--- src/rtl/uart_pkg.sv ---
// Shared UART definitions: FSM state encoding, default clock rate and the
// baud divider used by both the receiver and the future transmitter.
package uart_pkg;

    typedef enum logic [1:0] {
        IDLE,
        START,
        DATA,
        STOP
    } uart_state_t;

    localparam int unsigned DEFAULT_CLK_FREQ = 50_000_000;

    function automatic int unsigned baud_div(input int unsigned clk_freq,
                                             input int unsigned baud);
        return clk_freq / baud;
    endfunction

endpackage

--- src/rtl/uart_bit_sync.sv ---
// Two-flop synchronizer for the asynchronous rx pin plus a delay flop for
// falling-edge detection. All flops reset to the idle-high line level.
module uart_bit_sync (
    input  logic clk,
    input  logic rst,
    input  logic rx,
    output logic rx_s,
    output logic fall
);

    logic rx_s1;
    logic rx_s2;
    logic rx_d;

    // NOTE: non-blocking assignments let each flop capture the previous stage's old value.
    always_ff @(posedge clk) begin
        if (rst) begin
            rx_s1 <= 1'b1;
            rx_s2 <= 1'b1;
            rx_d  <= 1'b1;
        end else begin
            rx_s1 <= rx;
            rx_s2 <= rx_s1;
            rx_d  <= rx_s2;
        end
    end

    assign rx_s = rx_s2;
    assign fall = rx_d & ~rx_s2;

endmodule

--- src/rtl/uart_byte_rx.sv ---
// 8N1 UART receiver: samples each bit at its centre using a baud counter and
// presents the byte on a held bus with a one-cycle done or framing-error strobe.
module uart_byte_rx
    import uart_pkg::*;
#(
    parameter int unsigned CLK_FREQ = DEFAULT_CLK_FREQ,
    parameter int unsigned BAUD     = 9600
) (
    input  logic       clk,
    input  logic       rst,
    input  logic       rx,
    output logic [7:0] rx_data,
    output logic       rx_done,
    output logic       frame_err,
    output logic       busy
);

    localparam int unsigned BIT_CNT  = baud_div(CLK_FREQ, BAUD);
    localparam int unsigned HALF_CNT = BIT_CNT / 2;
    localparam int unsigned CNT_W    = $clog2(BIT_CNT);

    localparam logic [CNT_W-1:0] BIT_LAST  = CNT_W'(BIT_CNT - 1);
    localparam logic [CNT_W-1:0] HALF_LAST = CNT_W'(HALF_CNT - 1);

    logic rx_s;
    logic fall;

    uart_bit_sync u_sync (
        .clk  (clk),
        .rst  (rst),
        .rx   (rx),
        .rx_s (rx_s),
        .fall (fall)
    );

    uart_state_t      state,     state_nxt;
    logic [CNT_W-1:0] cnt,       cnt_nxt;
    logic [2:0]       bit_idx,   bit_idx_nxt;
    logic [7:0]       sh,        sh_nxt;
    logic [7:0]       data_nxt;
    logic             done_nxt;
    logic             err_nxt;

    // NOTE: sh is an ordinary register, so it is reset with everything else; only RAM arrays are left unreset.
    always_ff @(posedge clk) begin
        if (rst) begin
            state     <= IDLE;
            cnt       <= '0;
            bit_idx   <= '0;
            sh        <= '0;
            rx_data   <= '0;
            rx_done   <= 1'b0;
            frame_err <= 1'b0;
        end else begin
            state     <= state_nxt;
            cnt       <= cnt_nxt;
            bit_idx   <= bit_idx_nxt;
            sh        <= sh_nxt;
            rx_data   <= data_nxt;
            rx_done   <= done_nxt;
            frame_err <= err_nxt;
        end
    end

    // NOTE: every signal gets a default before the case so no latch is inferred.
    always_comb begin
        state_nxt   = state;
        cnt_nxt     = cnt + CNT_W'(1);
        bit_idx_nxt = bit_idx;
        sh_nxt      = sh;
        data_nxt    = rx_data;
        done_nxt    = 1'b0;
        err_nxt     = 1'b0;

        case (state)
            IDLE: begin
                cnt_nxt = '0;
                if (fall) begin
                    state_nxt = START;
                end
            end
            START: begin
                // A start bit that is high again at its centre was only a glitch.
                if (cnt == HALF_LAST) begin
                    cnt_nxt = '0;
                    if (rx_s) begin
                        state_nxt = IDLE;
                    end else begin
                        state_nxt   = DATA;
                        bit_idx_nxt = '0;
                    end
                end
            end
            DATA: begin
                if (cnt == BIT_LAST) begin
                    cnt_nxt = '0;
                    sh_nxt  = {rx_s, sh[7:1]};
                    if (bit_idx == 3'd7) begin
                        state_nxt = STOP;
                    end else begin
                        bit_idx_nxt = bit_idx + 3'd1;
                    end
                end
            end
            STOP: begin
                // Leaving at mid-stop-bit leaves half a bit to re-arm for a back-to-back frame.
                if (cnt == BIT_LAST) begin
                    cnt_nxt   = '0;
                    state_nxt = IDLE;
                    if (rx_s) begin
                        data_nxt = sh;
                        done_nxt = 1'b1;
                    end else begin
                        err_nxt = 1'b1;
                    end
                end
            end
            default: begin
                state_nxt = IDLE;
            end
        endcase
    end

    assign busy = (state != IDLE);

endmodule

--- config.mk ---
export PLATFORM = sky130hd
export DESIGN_NAME = uart_byte_rx
export DESIGN_NICKNAME = d
export VERILOG_FILES = /design/src/rtl/uart_pkg.sv /design/src/rtl/uart_bit_sync.sv /design/src/rtl/uart_byte_rx.sv
export SDC_FILE = /design/constraint.sdc
export NUM_CORES = 1
export LEC_CHECK = 0
export BUFFER_PORTS_ARGS = -buffer_cell sky130_fd_sc_hd__buf_2
export CAP_MARGIN = 5
export CORE_MARGIN = 5
export CORE_UTILIZATION = 40
export DETAILED_ROUTE_END_ITERATION = 8
export MAX_ROUTING_LAYER = met4
export PLACE_DENSITY_LB_ADDON = 0.25
export SETUP_SLACK_MARGIN = 0.3
export SYNTH_ARGS = -nofsm -noshare
export SYNTH_HDL_FRONTEND = slang
export SYNTH_SLANG_ARGS = --single-unit
--- constraint.sdc ---
create_clock -name clk -period 2.46 [get_ports clk]
set_clock_uncertainty 0.1 [all_clocks]
set_input_delay 0.369 -clock clk [delete_from_list [all_inputs] [get_ports clk]]
set_output_delay 0.369 -clock clk [all_outputs]
set_load 0.01 [all_outputs]
==> results of run 1 <==
==> final cells by class <==
type	instances	area, um^2	share of cell area [%]
Clock inverter	1	5.00	0.265
Tap cell	50	62.6	3.31
Inverter	1	3.75	0.199
Timing Repair Buffer	15	80.1	4.24
Multi-Input combinational cell	129	873	46.3
Clock buffer	6	82.6	4.37
Sequential cell	39	781	41.4
==> kinds of logic after synthesis <==
logic type | synth area share, %
flops | 45.7
simple gates | 28.3
xor+xnor | 5.65
buf+inv | 3.08
mux | 6.53
fa+ha+maj | 2.20
compound gates | 8.50
==> worst max-delay path: stages, from the launching register on <==
cell and delay (ns):
dfxtp_1 0.37, ha_1 0.22, nor3b_4 0.31, nand4_4 0.24, or4_1 0.44, a21oi_1 0.15
==> worst max-delay path by stage <==
stage / cells past startpoint / to / from
3_5_place_dp: 5 / bit_idx[0] / cnt[0]
4_1_cts: 5 / bit_idx[0] / cnt[0]
5_1_grt: 5 / bit_idx[0] / cnt[0]
6_report: 5 / bit_idx[0] / cnt[0]
3_3_place_gp: 5 / bit_idx[0] / cnt[0]
2_1_floorplan: 5 / state[0] / cnt[0]
==> flip-flops by register name (all words and copies together) (netlist names), 3 cells and up, named ones only <==
signal	count
cnt	13
rx_data	8
sh	8
bit_idx	3
==> metrics by stage <==
step           hold slack, ns  instance area, um^2
2_1_floorplan           0.289                 1710
4_1_cts                 0.158                 1890
3_5_place_dp            0.296                 1800
6_report                0.164                 1890
3_3_place_gp            0.297                 1800
5_1_grt                 0.171                 1890
==> routing by layer <==
metal  routed length (um)  up-vias  global-route usage [%]
li1                     -      657                       -
met3                  111        6                    5.15
met5                    0        -                       -
met4                   52        0                    5.63
met2                 1500       15                    19.8
met1                 1440      581                    15.8
==> report_power, final <==
| group | total (uW) | switching, uW | internal (uW) |
|---|---|---|---|
| combinational | 18.7 | 12.1 | 6.62 |
| sequential | 636 | 2.05 | 634 |
| clock | 425 | 206 | 220 |
==> cell usage after synthesis (2+ instances only) <==
| master | count | share of area, % |
|---|---|---|
| dfxtp_1 | 39 | 46 |
| nor3_1 | 17 | 5.0 |
| nor2_1 | 14 | 3.1 |
| nand3_1 | 11 | 3.2 |
| a21oi_1 | 10 | 2.9 |
| mux2i_1 | 10 | 5.9 |
| o21ai_0 | 9 | 2.6 |
| nand2_1 | 8 | 1.8 |
| clkbuf_1 | 7 | 1.5 |
| xor2_1 | 6 | 3.1 |
| nand4_1 | 5 | 1.8 |
| or2_2 | 5 | 1.8 |
| xnor2_1 | 5 | 2.6 |
| nand2b_1 | 4 | 1.5 |
| and3_1 | 3 | 1.1 |
| buf_2 | 3 | 0.88 |
| ha_1 | 3 | 2.2 |
| and4_1 | 2 | 1.0 |
| nor2b_1 | 2 | 0.73 |
| nor3b_1 | 2 | 0.88 |
==> results.json, run 1 <==
{
  "max_cap_viol_count": 0,
  "worstPathArrival_ns": 2.03,
  "maxSlewHeadroom_pct": 68.5,
  "cts_tree": "done",
  "hp-class": "in2reg",
  "root_buffer": "clkbuf_8",
  "final_util_pct": 46.5,
  "nets": 197,
  "drt-wirelength-per-cell_um": 12.9,
  "final-hold-violation-count": 0,
  "gp_congestion": 0.764,
  "initial_utilization_pct": 42.1,
  "r2r_cells": 5,
  "drc": 0,
  "hold_path.startpoint": "rx",
  "netlist_area_um2": 1710,
  "critPathLaunchType": "flip-flop",
  "critPathKind": "reg2reg",
  "synth_nets": 186,
  "pre_cts_slack_ns": 0.556,
  "drive_above_1_share_pct": 18.3,
  "rows": 23,
  "yosysWarningCount": 0,
  "worstReg2RegEnd": "bit_idx[0]",
  "maxSlewViolCount": 0,
  "postRouteAntennaNets": 0,
  "htreeDepth": 2,
  "tightest_slew_ns": 0.472,
  "setup_viol": 0,
  "die_h_um": 75.3,
  "synth_seq_area_share_pct": 45.7,
  "path_max_fanout": 13,
  "grt_pass1_wl_mm": 5.51,
  "area_growth_pct": 10.6,
  "dp_hpwl_mm": 2.25,
  "status": "complete, no violations",
  "drt_first_pass_iters": 4,
  "avgSynthCellArea_um2": 9.48,
  "peakVddDrop_uv": 372,
  "ctsHoldBuffers": 0,
  "track_usage_pct": 13.2,
  "power.total_uw": 1080,
  "final_cell_mix": "dfxtp_1, nor3_1, nor2_1",
  "dp.cells": 234,
  "port-buffer-count": 13,
  "cts_buffers": 5,
  "fp.dieArea_um2": 5670,
  "fmax_mhz": 524,
  "synth_cell_type_count": 35,
  "cts-resized-gates": 0,
  "hold_depth": 2,
  "via_per_inst": 5.22,
  "drt_first_iter_violations": 41,
  "layoutNonFillerInstCount": 241,
  "end_kind": "flip-flop",
  "wirelength_mm": 3.10,
  "worst_hold_path.endpoint": "u_sync.rx_s1",
  "grt.overflow.total": 0,
  "rsz0062_at_grt": "false",
  "grt_max_degree": 29,
  "p_leak_uw": 0.000740,
  "cp.required_ns": 2.58,
  "fillCellCount": 383,
  "rr_startpoint": "cnt[0]",
  "synth-edff-count": 0,
  "cts_buffer_depth": 2,
  "ys_ff_latch": 39,
  "period_needed_ns": 1.91,
  "synthArstFlopShare_pct": 0,
  "path_clk_slew_ns": 0.07,
  "synth_ff_type": "dfxtp_1",
  "die_w_um": 75.3,
  "vias": 1259,
  "grt_pass1_vias": 1198,
  "fin_ws_ns": 0.550,
  "cts_setup_buffers": 0,
  "fin_crit_sh_pct": 77.6,
  "reg2reg_slack_ns": 0.55,
  "fp.coreArea_um2": 4060,
  "layout_commonest_cell": "dfxtp_1",
  "p_per_area_nw_per_um2": 572,
  "cts.sinks": 39,
  "fin_tns_setup_ns": 0,
  "antenna_found_initial": 0,
  "ioPinCount": 14,
  "n_antenna_cell": 0,
  "clk_latency_ns": 0.29,
  "synthCells": 180
}
Power figures use the tool's default switching activity.
==> inputs of run 2 (changes only) <==
==> constraint.sdc (replaced) <==
create_clock -name clk -period 1.9 [get_ports clk]
set_clock_uncertainty 0.1 [all_clocks]
set_input_delay 0.285 -clock clk [delete_from_list [all_inputs] [get_ports clk]]
set_output_delay 0.285 -clock clk [all_outputs]
set_load 0.01 [all_outputs]
==> results.json, run 2 (synthesis gave the netlist of run 1 again) <==
{
  "status": "complete, no violations",
  "root_buffer": "clkbuf_8",
  "worstPathArrival_ns": 1.82,
  "tightest_slew_ns": 0.722,
  "fin_crit_sh_pct": 91.6,
  "max_cap_viol_count": 0,
  "critPathKind": "reg2reg",
  "end_kind": "flip-flop",
  "hp-class": "in2reg",
  "maxSlewViolCount": 0,
  "via_per_inst": 5.37,
  "cp.required_ns": 1.98,
  "die_h_um": 75.3,
  "nets": 206,
  "final_area_um2": 2120,
  "fp.coreArea_um2": 4060,
  "htreeDepth": 2,
  "ioPinCount": 14,
  "die_w_um": 75.3,
  "cts.sinks": 39,
  "period_needed_ns": 1.74,
  "hold_depth": 2,
  "hold_path.startpoint": "rx",
  "fmax_mhz": 574,
  "setup_viol": 0,
  "vias": 1348,
  "antenna_found_initial": 0,
  "final-hold-violation-count": 0,
  "postRouteAntennaNets": 0,
  "p_leak_uw": 0.000849,
  "clk_latency_ns": 0.29,
  "fp.dieArea_um2": 5670,
  "grt.overflow.total": 0,
  "path_max_fanout": 5,
  "critPathLaunchType": "flip-flop",
  "drt_first_iter_violations": 106,
  "critPathSlowestCell": "dfxtp_2",
  "p_per_area_nw_per_um2": 782,
  "worstReg2RegEnd": "state[0]",
  "track_usage_pct": 13.9,
  "final_cell_mix": "dfxtp_1, nor2_1, buf_2",
  "grt_pass1_vias": 1338,
  "reg2reg_slack_ns": 0.16,
  "placed_area_um2": 1840,
  "gp_congestion": 0.852,
  "drive_above_1_share_pct": 30.3,
  "drt-wirelength-per-cell_um": 14.0,
  "peakVddDrop_uv": 767,
  "rsz0062_at_grt": "true",
  "cts_tree": "done",
  "cts_buffers": 5,
  "cts_buffer_depth": 2,
  "worst_hold_path.endpoint": "u_sync.rx_s1",
  "path_cells": "ha_4 > nor3b_4 > buf_6 > nand4_4 > a22oi_4 > mux2_4",
  "reg_top3": "cnt x13, rx_data x8, sh x8",
  "drc": 0,
  "n_antenna_cell": 0,
  "largest-register": "cnt",
  "drt_first_pass_iters": 5,
  "rr_startpoint": "cnt[1]",
  "area_growth_pct": 24.1,
  "initial_utilization_pct": 42.1,
  "ctsHoldBuffers": 0,
  "wirelength_mm": 3.50,
  "grt_max_degree": 20,
  "port-buffer-count": 13,
  "r2r_cells": 6,
  "cpPeakStageDelay_ns": 0.36,
  "fillCellCount": 366,
  "path_clk_slew_ns": 0.08,
  "grt_pass1_wl_mm": 6.00,
  "crit_buf_inv": 1,
  "fin_tns_setup_ns": 0,
  "maxSlewHeadroom_pct": 51.8,
  "largest_reg_flops": 13,
  "cp_top_family": "flip-flops",
  "layout_commonest_cell": "dfxtp_1",
  "dp_hpwl_mm": 2.35,
  "rows": 23
}
==> run 2: cell types whose count changed in the layout (fill, tap and decap cells not counted), moves of 3 or more <==
cell	before	now
dfxtp_1	39	36
nor3_2	0	5
nor3_1	17	10
dfxtp_2	0	3
o21ai_0	9	4
buf_4	2	7
o21ai_1	0	5
buf_6	0	5
==> run 2: area by class of cell <==
class | instances | area, um^2 | area share, %
Multi-Input combinational cell | 129 | 966 | 45.6
Sequential cell | 39 | 785 | 37.0
Timing Repair Buffer | 24 | 169 | 7.97
Clock buffer | 6 | 72.6 | 3.43
Tap cell | 50 | 62.6 | 2.95
Clock inverter | 2 | 60.1 | 2.84
Inverter | 1 | 3.75 | 0.177
==> run 2: per-stage QoR <==
stage	total power (uW)	cells	hold WS, ns	worst slack [ns]	utilization, %
after CTS	1670	251	0.0766	0.170	51.3
final	1660	251	0.0782	0.159	52.2
after floorplan	861	180	0.289	0.177	-
after global placement	867	237	0.298	0.169	45.4
after global routing	1710	251	0.0769	0.0981	52.2
after detailed placement	869	237	0.323	0.103	45.4
==> run 2: worst max path at each step <==
stage | from | end | depth (start not counted)
floorplan | cnt[1] | state[0] | 5
global placement | cnt[0] | state[0] | 5
detailed placement | cnt[0] | cnt[12] | 6
CTS | cnt[1] | bit_idx[0] | 6
global route | cnt[0] | state[0] | 6
finish | cnt[1] | state[0] | 6
==> run 2: metal layers <==
layer	vias up	GRT usage [%]	share of wire, %
li1	677	-	-
met1	649	17.7	47
met2	17	22.0	49
met3	5	3.69	2.9
met4	0	3.88	0.86
met5	-	-	0
==> run 2: report_power, final <==
part / internal, uW / switching [uW] / total (uW)
Combinational: 12.8 / 19.5 / 32.3
Sequential: 820 / 2.96 / 823
Clock: 525 / 276 / 801
==> run 2: what timing repair did <==
item / CTS / global route
setup endpoints to repair: 35 / 36
gates cloned: 1 / 0
resized for setup: 15 / 13
pin swaps: 9 / 6
buffers inserted: 5 / 0
hold endpoints to repair: 0 / 0
==> inputs of run 3 (changes only) <==
--- a/config.mk
+++ b/config.mk
@@ -8,7 +8,7 @@
 export BUFFER_PORTS_ARGS = -buffer_cell sky130_fd_sc_hd__buf_2
 export CAP_MARGIN = 5
 export CORE_MARGIN = 5
-export CORE_UTILIZATION = 40
+export CORE_UTILIZATION = 25
 export DETAILED_ROUTE_END_ITERATION = 8
 export MAX_ROUTING_LAYER = met4
 export PLACE_DENSITY_LB_ADDON = 0.25
==> results.json, run 3 (synthesis gave the netlist of run 1 again) <==
{
  "status": "complete, no violations",
  "peakVddDrop_uv": 279,
  "grt_max_degree": 16,
  "layout_commonest_cell": "dfxtp_1",
  "gp_congestion": 0.730,
  "cp.required_ns": 2.03,
  "setup_viol": 0,
  "swShare_pct": 20.0,
  "fin_ws_ns": 0.163,
  "die_h_um": 92.6,
  "dp_hpwl_mm": 2.45,
  "initial_utilization_pct": 25.4,
  "crit_buf_inv": 0,
  "cp_top_family": "simple AND/OR/NAND/NOR gates",
  "die_w_um": 92.6,
  "pre_cts_slack_ns": 0.102,
  "drt_first_iter_violations": 36,
  "grt.overflow.total": 0,
  "max_cap_viol_count": 0,
  "port-buffer-count": 13,
  "cts_buffers": 5,
  "largest_reg_flops": 13,
  "fp.coreArea_um2": 6720,
  "maxSlewViolCount": 0,
  "cts.sinks": 39,
  "nets": 206,
  "path_cells": "ha_4 > nor3b_4 > nand4_4 > or4_1 > a21oi_2",
  "maxSlewHeadroom_pct": 65.8,
  "end_kind": "flip-flop",
  "placed_area_um2": 1890,
  "path_max_fanout": 4,
  "final-hold-violation-count": 0,
  "drc": 0,
  "root_buffer": "clkbuf_8",
  "tightest_slew_ns": 0.513,
  "drive_above_1_share_pct": 26.9,
  "antenna_found_initial": 0,
  "period_needed_ns": 1.74,
  "via_per_inst": 4.67,
  "grt_pass1_vias": 1268,
  "seqPwrFrac_pct": 52.1,
  "critPathLaunchType": "flip-flop",
  "worstPathArrival_ns": 1.87,
  "p_switching_uw": 316,
  "fin_tns_setup_ns": 0,
  "htreeDepth": 2,
  "area_growth_pct": 22.9,
  "rsz0062_at_grt": "true",
  "critPathSlowestCell": "or4_1",
  "reg_top3": "cnt x13, rx_data x8, sh x8",
  "drt_first_pass_iters": 4,
  "track_usage_pct": 9.61,
  "wirelength_mm": 3.57,
  "rows": 30,
  "largest-register": "cnt",
  "cts_tree": "done",
  "fillCellCount": 690,
  "pwr-share-clk_pct": 46.1,
  "grt_pass1_wl_mm": 6.32,
  "vias": 1311,
  "wl_met3_um": 92,
  "final_util_pct": 31.2,
  "path_clk_slew_ns": 0.08,
  "fp.dieArea_um2": 8580,
  "ctsHoldBuffers": 0,
  "postRouteAntennaNets": 0,
  "fmax_mhz": 576,
  "final_area_um2": 2100,
  "final_cell_mix": "dfxtp_1, nor3_1, nor2_1",
  "hp-class": "in2reg",
  "p_leak_uw": 0.000820,
  "fin_crit_sh_pct": 91.4,
  "wl_met2_mm": 1.66,
  "p_per_area_nw_per_um2": 753,
  "cts_buffer_depth": 2,
  "n_antenna_cell": 0,
  "drt-wirelength-per-cell_um": 12.7,
  "cpPeakStageDelay_ns": 0.46,
  "wl_met1_mm": 1.77,
  "top_layer_used": "met4",
  "critPathKind": "reg2reg",
  "internal_power_uw": 1260,
  "clk_latency_ns": 0.29,
  "ioPinCount": 14,
  "comb_power_share_pct": 1.9
}
run 3: power groups by stage:
stage | registers, uW | logic, uW | clock network (uW)
after global placement | 842 | 28.4 | 0
after floorplan | 840 | 20.9 | 0
after CTS | 822 | 29.2 | 756
after detailed placement | 842 | 28.3 | 0
after global routing | 823 | 33.4 | 796
final | 822 | 29.7 | 727
run 3: worst register-to-register path: cells and delay by family, from the launching register on:
family	cells	cell delay (ns)
AND/OR/NAND/NOR	3	0.95
flip-flops	1	0.36
adder cells (fa/ha/maj)	1	0.13
AO/OA/AOI/OAI	1	0.15
run 3: repair_timing:
item | CTS | global route
resized for setup | 7 | 9
setup endpoints to repair | 34 | 35
pin swaps | 6 | 3
setup buffers | 5 | 0
run 3: cell type report:
type                       count  area [um^2]  area share (%)
tap                           80          100            4.77
clock buffer                   6         82.6            3.94
inverter                       1         3.75           0.179
timing repair buffer          24          163            7.76
clock inverter                 2         38.8            1.85
sequential                    39          783            37.4
multi-input combinational    129          926            44.2
run 3: routing by layer:
layer / GRT usage, % / vias up
li1: - / 686
met1: 12.2 / 611
met2: 14.7 / 10
met3: 2.44 / 4
met4: 3.66 / 0
met5: - / -
run 3: worst paths after layout:
check          startpoint  slack, ns  depth (start not counted)           end
max                cnt[0]       0.16                          5    bit_idx[0]
min                    rx       0.07                          2  u_sync.rx_s1
max reg2reg        cnt[0]       0.16                          5    bit_idx[0]
min reg2reg  u_sync.rx_s1       0.31                          1   u_sync.rx_s
run 3: stage by stage:
step	total power, uW	hold slack (ns)	instances
detailed placement	870	0.296	268
CTS	1610	0.0642	281
global placement	870	0.296	268
global route	1650	0.0702	281
floorplan	861	0.289	180
finish	1580	0.0739	281
